$ cat config.mk
export PLATFORM = sky130hd
export DESIGN_NAME = control_unit_pipe
export DESIGN_NICKNAME = d
export VERILOG_FILES = /design/src/rtl/control_unit_pipe.sv
export SDC_FILE = /design/constraint.sdc
export NUM_CORES = 1
export LEC_CHECK = 0
export BUFFER_PORTS_ARGS = -buffer_cell sky130_fd_sc_hd__buf_2
export CORE_AREA = 4 4 50 52
export CTS_BUF_LIST = sky130_fd_sc_hd__clkbuf_8 sky130_fd_sc_hd__clkbuf_16
export CTS_CLUSTER_DIAMETER = 120
export DETAILED_ROUTE_END_ITERATION = 8
export DIE_AREA = 0 0 54 56
export HOLD_SLACK_MARGIN = 0.1
export SLEW_MARGIN = 20
export SYNTH_ARGS = -nofsm -noshare
export SYNTH_HDL_FRONTEND = slang
export SYNTH_SLANG_ARGS = --single-unit
$ cat constraint.sdc
create_clock -name clk -period 2.77 [get_ports clk]
set_input_delay 0.4155 -clock clk [delete_from_list [all_inputs] [get_ports clk]]
set_output_delay 0.4155 -clock clk [all_outputs]
set_load 0.05 [all_outputs]
$ cat src/rtl/control_unit_pipe.sv
// control_unit_pipe: registered ID/EX control unit with handshake, memory hold FSM and flush.
// Ports: clk, rst_n, in_valid/in_ready, mode, op_code, s_in, stall_in, flush_in in;
//   out_valid, exec_cmd, mem_read, mem_write, wb_en, branch, s_out, mem_busy out.
//   Macro CU_ILLEGAL_DET_EN adds illegal_op and bubbles illegal instructions.
module control_unit_pipe #(
  parameter int CMD_W    = 4,
  parameter int MEM_WAIT = 2
) (
  input  logic             clk,
  input  logic             rst_n,
  input  logic             in_valid,
  output logic             in_ready,
  input  logic [1:0]       mode,
  input  logic [3:0]       op_code,
  input  logic             s_in,
  input  logic             stall_in,
  input  logic             flush_in,
  output logic             out_valid,
  output logic [CMD_W-1:0] exec_cmd,
  output logic             mem_read,
  output logic             mem_write,
  output logic             wb_en,
  output logic             branch,
  output logic             s_out,
  output logic             mem_busy
`ifdef CU_ILLEGAL_DET_EN
  ,
  output logic             illegal_op
`endif
);

  localparam int CNT_W = (MEM_WAIT > 1) ? $clog2(MEM_WAIT + 1) : 1;

  typedef enum logic {RUN, MEM_HOLD} state_t;

  typedef struct packed {
    logic             valid;
    logic [CMD_W-1:0] cmd;
    logic             rd;
    logic             wr;
    logic             wb;
    logic             br;
    logic             s;
  } bundle_t;

  state_t     r_state, w_state_nxt;
  logic [CNT_W-1:0] r_cnt, w_cnt_nxt;
  bundle_t    r_bun, w_bun_nxt, w_dec;
  logic [3:0] w_cmd4;
  logic       w_accept;
  logic       w_illegal;
  logic       r_ill, w_ill_nxt;

  always_comb begin
    w_cmd4 = 4'b0001;
    case (op_code)
      4'b1101: w_cmd4 = 4'b0001;
      4'b1111: w_cmd4 = 4'b1001;
      4'b0100: w_cmd4 = 4'b0010;
      4'b0101: w_cmd4 = 4'b0011;
      4'b0010: w_cmd4 = 4'b0100;
      4'b0110: w_cmd4 = 4'b0101;
      4'b0000: w_cmd4 = 4'b0110;
      4'b1100: w_cmd4 = 4'b0111;
      4'b0001: w_cmd4 = 4'b1000;
      4'b1010: w_cmd4 = 4'b0100;
      4'b1000: w_cmd4 = 4'b0110;
      default: w_cmd4 = 4'b0001;
    endcase
  end

`ifdef CU_ILLEGAL_DET_EN
  always_comb begin
    w_illegal = 1'b0;
    if (mode == 2'b11)
      w_illegal = 1'b1;
    else if (mode == 2'b00)
      w_illegal = !(op_code inside {4'b1101, 4'b1111,
        4'b0100, 4'b0101, 4'b0010, 4'b0110, 4'b0000,
        4'b1100, 4'b0001, 4'b1010, 4'b1000});
  end
`else
  assign w_illegal = 1'b0;
`endif

  always_comb begin
    w_dec       = '0;
    w_dec.valid = 1'b1;
    w_dec.cmd   = CMD_W'(w_cmd4);
    unique case (mode)
      2'b00: begin
        w_dec.s  = s_in;
        w_dec.wb = !(op_code == 4'b1010 ||
                     op_code == 4'b1000);
      end
      2'b01: begin
        w_dec.wb = s_in;
        w_dec.rd = s_in;
        w_dec.wr = ~s_in;
      end
      2'b10: w_dec.br = 1'b1;
      default: ;
    endcase
    // illegal instructions enter EX as bubbles
    if (w_illegal)
      w_dec = '0;
  end

  assign in_ready = (r_state == RUN) && !stall_in && !flush_in;
  assign w_accept = in_valid && in_ready;

  always_comb begin
    w_state_nxt = r_state;
    w_cnt_nxt   = r_cnt;
    w_bun_nxt   = r_bun;
    w_ill_nxt   = 1'b0;
    if (flush_in) begin
      w_state_nxt = RUN;
      w_cnt_nxt   = '0;
      w_bun_nxt   = '0;
    end else if (r_state == MEM_HOLD) begin
      // stall does not pause the hold count
      if (r_cnt <= CNT_W'(1)) begin
        w_state_nxt = RUN;
        w_cnt_nxt   = '0;
      end else begin
        w_cnt_nxt = r_cnt - CNT_W'(1);
      end
    end else if (stall_in) begin
      w_bun_nxt = r_bun;
    end else if (w_accept) begin
      w_bun_nxt = w_dec;
      w_ill_nxt = w_illegal;
      if (mode == 2'b01 && MEM_WAIT > 0) begin
        w_state_nxt = MEM_HOLD;
        w_cnt_nxt   = CNT_W'(MEM_WAIT);
      end
    end else begin
      w_bun_nxt = '0;
    end
  end

  always_ff @(posedge clk or negedge rst_n) begin
    if (!rst_n) begin
      r_state <= RUN;
      r_cnt   <= '0;
      r_bun   <= '0;
      r_ill   <= 1'b0;
    end else begin
      r_state <= w_state_nxt;
      r_cnt   <= w_cnt_nxt;
      r_bun   <= w_bun_nxt;
      r_ill   <= w_ill_nxt;
    end
  end

  assign out_valid = r_bun.valid;
  assign exec_cmd  = r_bun.cmd;
  assign mem_read  = r_bun.rd;
  assign mem_write = r_bun.wr;
  assign wb_en     = r_bun.wb;
  assign branch    = r_bun.br;
  assign s_out     = r_bun.s;
  assign mem_busy  = (r_state == MEM_HOLD);

`ifdef CU_ILLEGAL_DET_EN
  assign illegal_op = r_ill;
`else
  logic w_unused;
  assign w_unused = r_ill;
`endif

endmodule

# Word-level counts from Yosys, hierarchy flattened
# Memory sizes are Yosys's and may differ from the RTL's.
# Cells that the tools add are included.
dict set report word_totals {
  register_bits 13
  romBits 64
  in_bits 12
  out_inout_bits 12
  wordCells 53
  memories 1
}
dict set report op_classes {
  add_sub_neg 1
  order_cmp 1
  n_eq_ne 7
  muxes 20
  n_bitwise 2
  reduce_logical 12
}
# memory words width read_ports rd_ports_with_merged_regs wr line_no
set mem_list {}
lappend mem_list {{(no name shown)} 16 4 1 0 0 56} ;# case (op_code)
# op n
set ops {}
lappend ops {{2-to-1 mux 10 bit} 4}
lappend ops {{2-to-1 mux 2 bit} 7}
lappend ops {{equality test 4 bit, second input constant} 2}
lappend ops {{2-to-1 mux 1 bit} 8}
lappend ops {{nonzero test 3 bit} 2}
lappend ops {{logical AND 1 bit} 3}
lappend ops {{zero test 1 bit} 3}
lappend ops {{!= test 3 x 1 -> 1 bit, second input constant} 1}
lappend ops {{AND reduction 3 bit} 1}
lappend ops {{equality test 2 x 1 -> 1 bit, second input constant} 1}
lappend ops {{equality test 2 bit, second input constant} 1}
lappend ops {{<= comparator 2 x 1 -> 1 bit, second input constant} 1}
lappend ops {{zero test 2 bit} 1}
lappend ops {{!= test 2 x 1 -> 1 bit, second input constant} 1}
lappend ops {{!= test 2 bit, second input constant} 1}
lappend ops {{NOT 1 bit} 2}
lappend ops {{one-hot mux 1 bit (2 select lines)} 1}
lappend ops {{AND reduction 2 bit} 1}
lappend ops {{subtractor 2 x 1 -> 2 bit, second input constant} 1}
lappend ops {{logical OR 1 bit} 1}

# Logic depth before layout (Yosys ltp)
dict set report logic_depth {
  ltp_word 8
  mapped_depth 4
  mapped_depth_nobuf 3
}

# Worst setup path before layout
# No wires, ideal clock.
dict set report synth_path {
  kind {reg-to-output}
  start {register r_state (netlist: mem_busy)}
  end {output port in_ready}
  arrival_ns 1.735
  t_required_ns 2.355
  path_slack_ns 0.620
  path_stages_with_launch 2
  n_path_buf 0
  cell_sequence {dfrtp_1 > nor3_1}
}
dict set report synth_between {
  elab_chain_cells 3
}
# element line_no
set synth_lines {}
lappend synth_lines {{start: declaration} 46} ;# state_t r_state, w_state_nxt;
lappend synth_lines {{start signal: assignment} 150} ;# r_state <= w_state_nxt;
lappend synth_lines {{NOT 1 bit} 109} ;# assign in_ready = (r_state == RUN) && !stall_in && !flush_in;
lappend synth_lines {{logical AND 1 bit (2 in series)} 109}
lappend synth_lines {{end: declaration} 12} ;# output logic in_ready,
# Every way passes these cells.

# Final worst setup path
dict set report layout_path {
  start {register r_state (netlist: mem_busy)}
  end {register r_cnt[0]}
}
dict set report layout_between {
  elab_chain_cells 6
  word_cells_on_any_way 10
  cone_classes {eq/ne: 1; mux: 2; bitwise: 1; reduce/logical: 6}
}
# element line_no
set layout_lines {}
lappend layout_lines {{NOT 1 bit} 109}
lappend layout_lines {{logical AND 1 bit (2 in series)} 109}
lappend layout_lines {{logical AND 1 bit} 110} ;# assign w_accept = in_valid && in_ready;
lappend layout_lines {{nonzero test 3 bit (no line)} n/a}
lappend layout_lines {{AND reduction 3 bit (no line)} n/a}
lappend layout_lines {{end signal: assignment} 151} ;# r_cnt <= w_cnt_nxt;
lappend layout_lines {{end: declaration} 47} ;# logic [CNT_W-1:0] r_cnt, w_cnt_nxt;
# Several ways; a longest one is shown, not always the timed one.
# A chain may end at the register's enable or synchronous reset.

==> results.toml <==
[detailed_routing]
drt-total-wl_mm = 1.33
routedWlPerCell_um = 12.1
antenna_left = 0
drtIter0Drc = 5
via_per_inst = 4.72
drc = 0
dr.pass1.iters = 4
vias = 519

[power_and_ir_drop]
vdd_drop_max_uv = 195
power_frac_seq_pct = 46.3
p_per_area_nw_per_um2 = 541
power_uw = 426
p_int_uw = 313
comb_power_share_pct = 14.6
p_leak_uw = 0.000411
p_clk_share_pct = 39.0
switchingPower_uw = 114
p_sw_share_pct = 26.6

[clocking]
clkLatencyLatePin_ns = 0.24
cts_root_buffer = "clkbuf_8"
cts_tree = "yes"
cts_buffers = 3
cts_buffer_depth = 2
cts_resized = 0
clk_pin_slew_ns = 0.06
ctsHoldBuffers = 1
cts.sinks = 13
postCtsSetupBuffers = 0
cts_max_level = 1

[worst_setup_path]
worst_setup_path_start_kind = "flip-flop"
crit_type = "flip-flop to flip-flop"
critPathRequiredTime_ns = 2.91
arrival_ns = 1.83
path_max_fanout = 8
rrSetupSlack_ns = 1.08
end_kind = "flip-flop"
rr_worst_depth = 3
r2r-end = "r_cnt[0]"
r2r_start = "mem_busy"

[die]
die_h_um = 56
rows = 17
coreArea_um2 = 2110
start_util_pct = 27.9
dieWidth_um = 54
die_area_um2 = 3020
ios = 24

[job]
max_cap_violations = 0

[sta]
period_needed_ns = 1.69
rsz0062_at_grt = "no"
min_period_over_period_pct = 61.2
timing.final.ws_setup_ns = 1.08
setup_viol = 0
tightest_slew_ns = 0.589
finalSetupTns_ns = 0
fmax_ghz = 0.590
hold_viol_final = 0
clock_skew_ns = 0.00322
slew_viol_final = 0
hold-worst-slack_ns = 0.400
slew_headroom_pct = 60.2

[yosys]
synth_area_leaders = "dfrtp_1, a32o_1, nand2_1"
ys_seq_area_share_pct = 55.4
synth_area_leader_cell = "dfrtp_1"
ys_ff_latch = 13
ys_warn_count = 0
syn_inst = 55
synthesis.area_um2 = 587
postSynthAreaPerCell_um2 = 10.7
syn_nets = 67
netlist.area_leader.share_pct = 55.4
ys_types = 22

[global_routing]
grt_pass1_vias = 480
grt_overflow = 0
antenna_found_initial = 0
grt_pass1_wl_mm = 2.11
grt_max_degree = 14
grt_usage_pct = 9.64

[worst_hold_path]
worstHoldPathCells = 2
hold_end = "mem_write"
min_from = "s_in"
holdCritPathClass = "input port to flip-flop"

[placement]
dpl.cell_count = 105
portBuffers = 23
gp_congestion = 0.747
dpl.hpwl_mm = 1.02
dpl_worst_slack_ns = 0.932

[layout]
final_cells = 110
nNetsFinal = 95
layout_common_cells = "buf_2, dfrtp_1, nand2_1"
num_antenna_cells = 0
final_layout_size_suffix_gt1_share_pct = 35.4
final_common_cell = "buf_2"
syn_to_final_growth_pct = 34.3

[run_status]
status = "finished clean"
per-stage QoR:
step | area [um2] | utilization, %
after floorplan | 587 | -
after global placement | 733 | 34.8
after detailed placement | 733 | 34.8
after CTS | 788 | 37.4
after global routing | 788 | 37.4
final | 788 | 37.4
worst max-delay path, cell delays in order (launching register included):
cell	delay, ns
dfrtp_1	0.45
or4b_4	0.54
or3_4	0.38
a31o_1	0.21
state kept, by name (all words and copies together), names as in the netlist:
register   count
s_out          1
exec_cmd       4
mem_write      1
out_valid      1
r_cnt          2
mem_read       1
mem_busy       1
branch         1
wb_en          1
layout make-up:
type / count / area [um2]
fill: 217 / 1320
sequential: 13 / 325
multi-input combinational: 38 / 246
timing repair buffer: 24 / 125
clock buffer: 3 / 41.3
tap: 28 / 35.0
inverter: 3 / 11.3
clock inverter: 1 / 3.75
synth_stat cells:
master    count
inv_1         3
nand2_1       7
nor2_1        2
dfrtp_1      13
a211oi_1      1
nor4b_1       2
or4b_4        1
a22o_1        2
o21ai_0       5
nor3_1        2
a21oi_1       4
nand2b_1      1
a31o_1        1
or3_1         1
a21o_1        1
xnor2_1       1
nand3_1       1
clkbuf_1      1
a32o_1        3
or3_4         1
o21ba_2       1
o21a_1        1
layer usage:
| metal | up-vias | part of all wire, % | track usage [%] |
|---|---|---|---|
| met5 | - | 0 | 0 |
| met1 | 234 | 49 | 13.2 |
| met3 | 4 | 8.3 | 2.41 |
| met4 | 0 | 1.4 | 7.47 |
| met2 | 20 | 41 | 12.5 |
| li1 | 261 | - | - |
power groups by stage:
| stage | clock (uW) | sequential [uW] | combinational (uW) |
|---|---|---|---|
| 2_1_floorplan | 0 | 217 | 20.0 |
| 3_3_place_gp | 0 | 201 | 61.6 |
| 3_5_place_dp | 0 | 201 | 61.8 |
| 4_1_cts | 173 | 198 | 62.9 |
| 5_1_grt | 176 | 198 | 67.9 |
| 6_report | 166 | 197 | 62.4 |
worst max path at each step:
stage | from | end | slack [ns] | depth (start not counted)
CTS | mem_busy | r_cnt[0] | 1.07 | 3
global route | mem_busy | r_cnt[0] | 1.01 | 3
detailed placement | flush_in | r_cnt[0] | 0.93 | 4
finish | mem_busy | r_cnt[0] | 1.08 | 3
global placement | flush_in | r_cnt[0] | 0.95 | 4
floorplan | mem_busy | in_ready | 0.62 | 1
cells by family (layout without fill, tap and decap cells):
| kind of cell | count (synthesis) | count (layout) | synth area share (%) |
|---|---|---|---|
| flops | 13 | 13 | 55.4 |
| xor+xnor | 1 | 1 | 1.49 |
| simple gates | 18 | 18 | 17.7 |
| compound gates | 19 | 19 | 22.8 |
| buf+inv | 4 | 31 | 2.56 |
No activity file was read; power rests on OpenSTA's default activity.
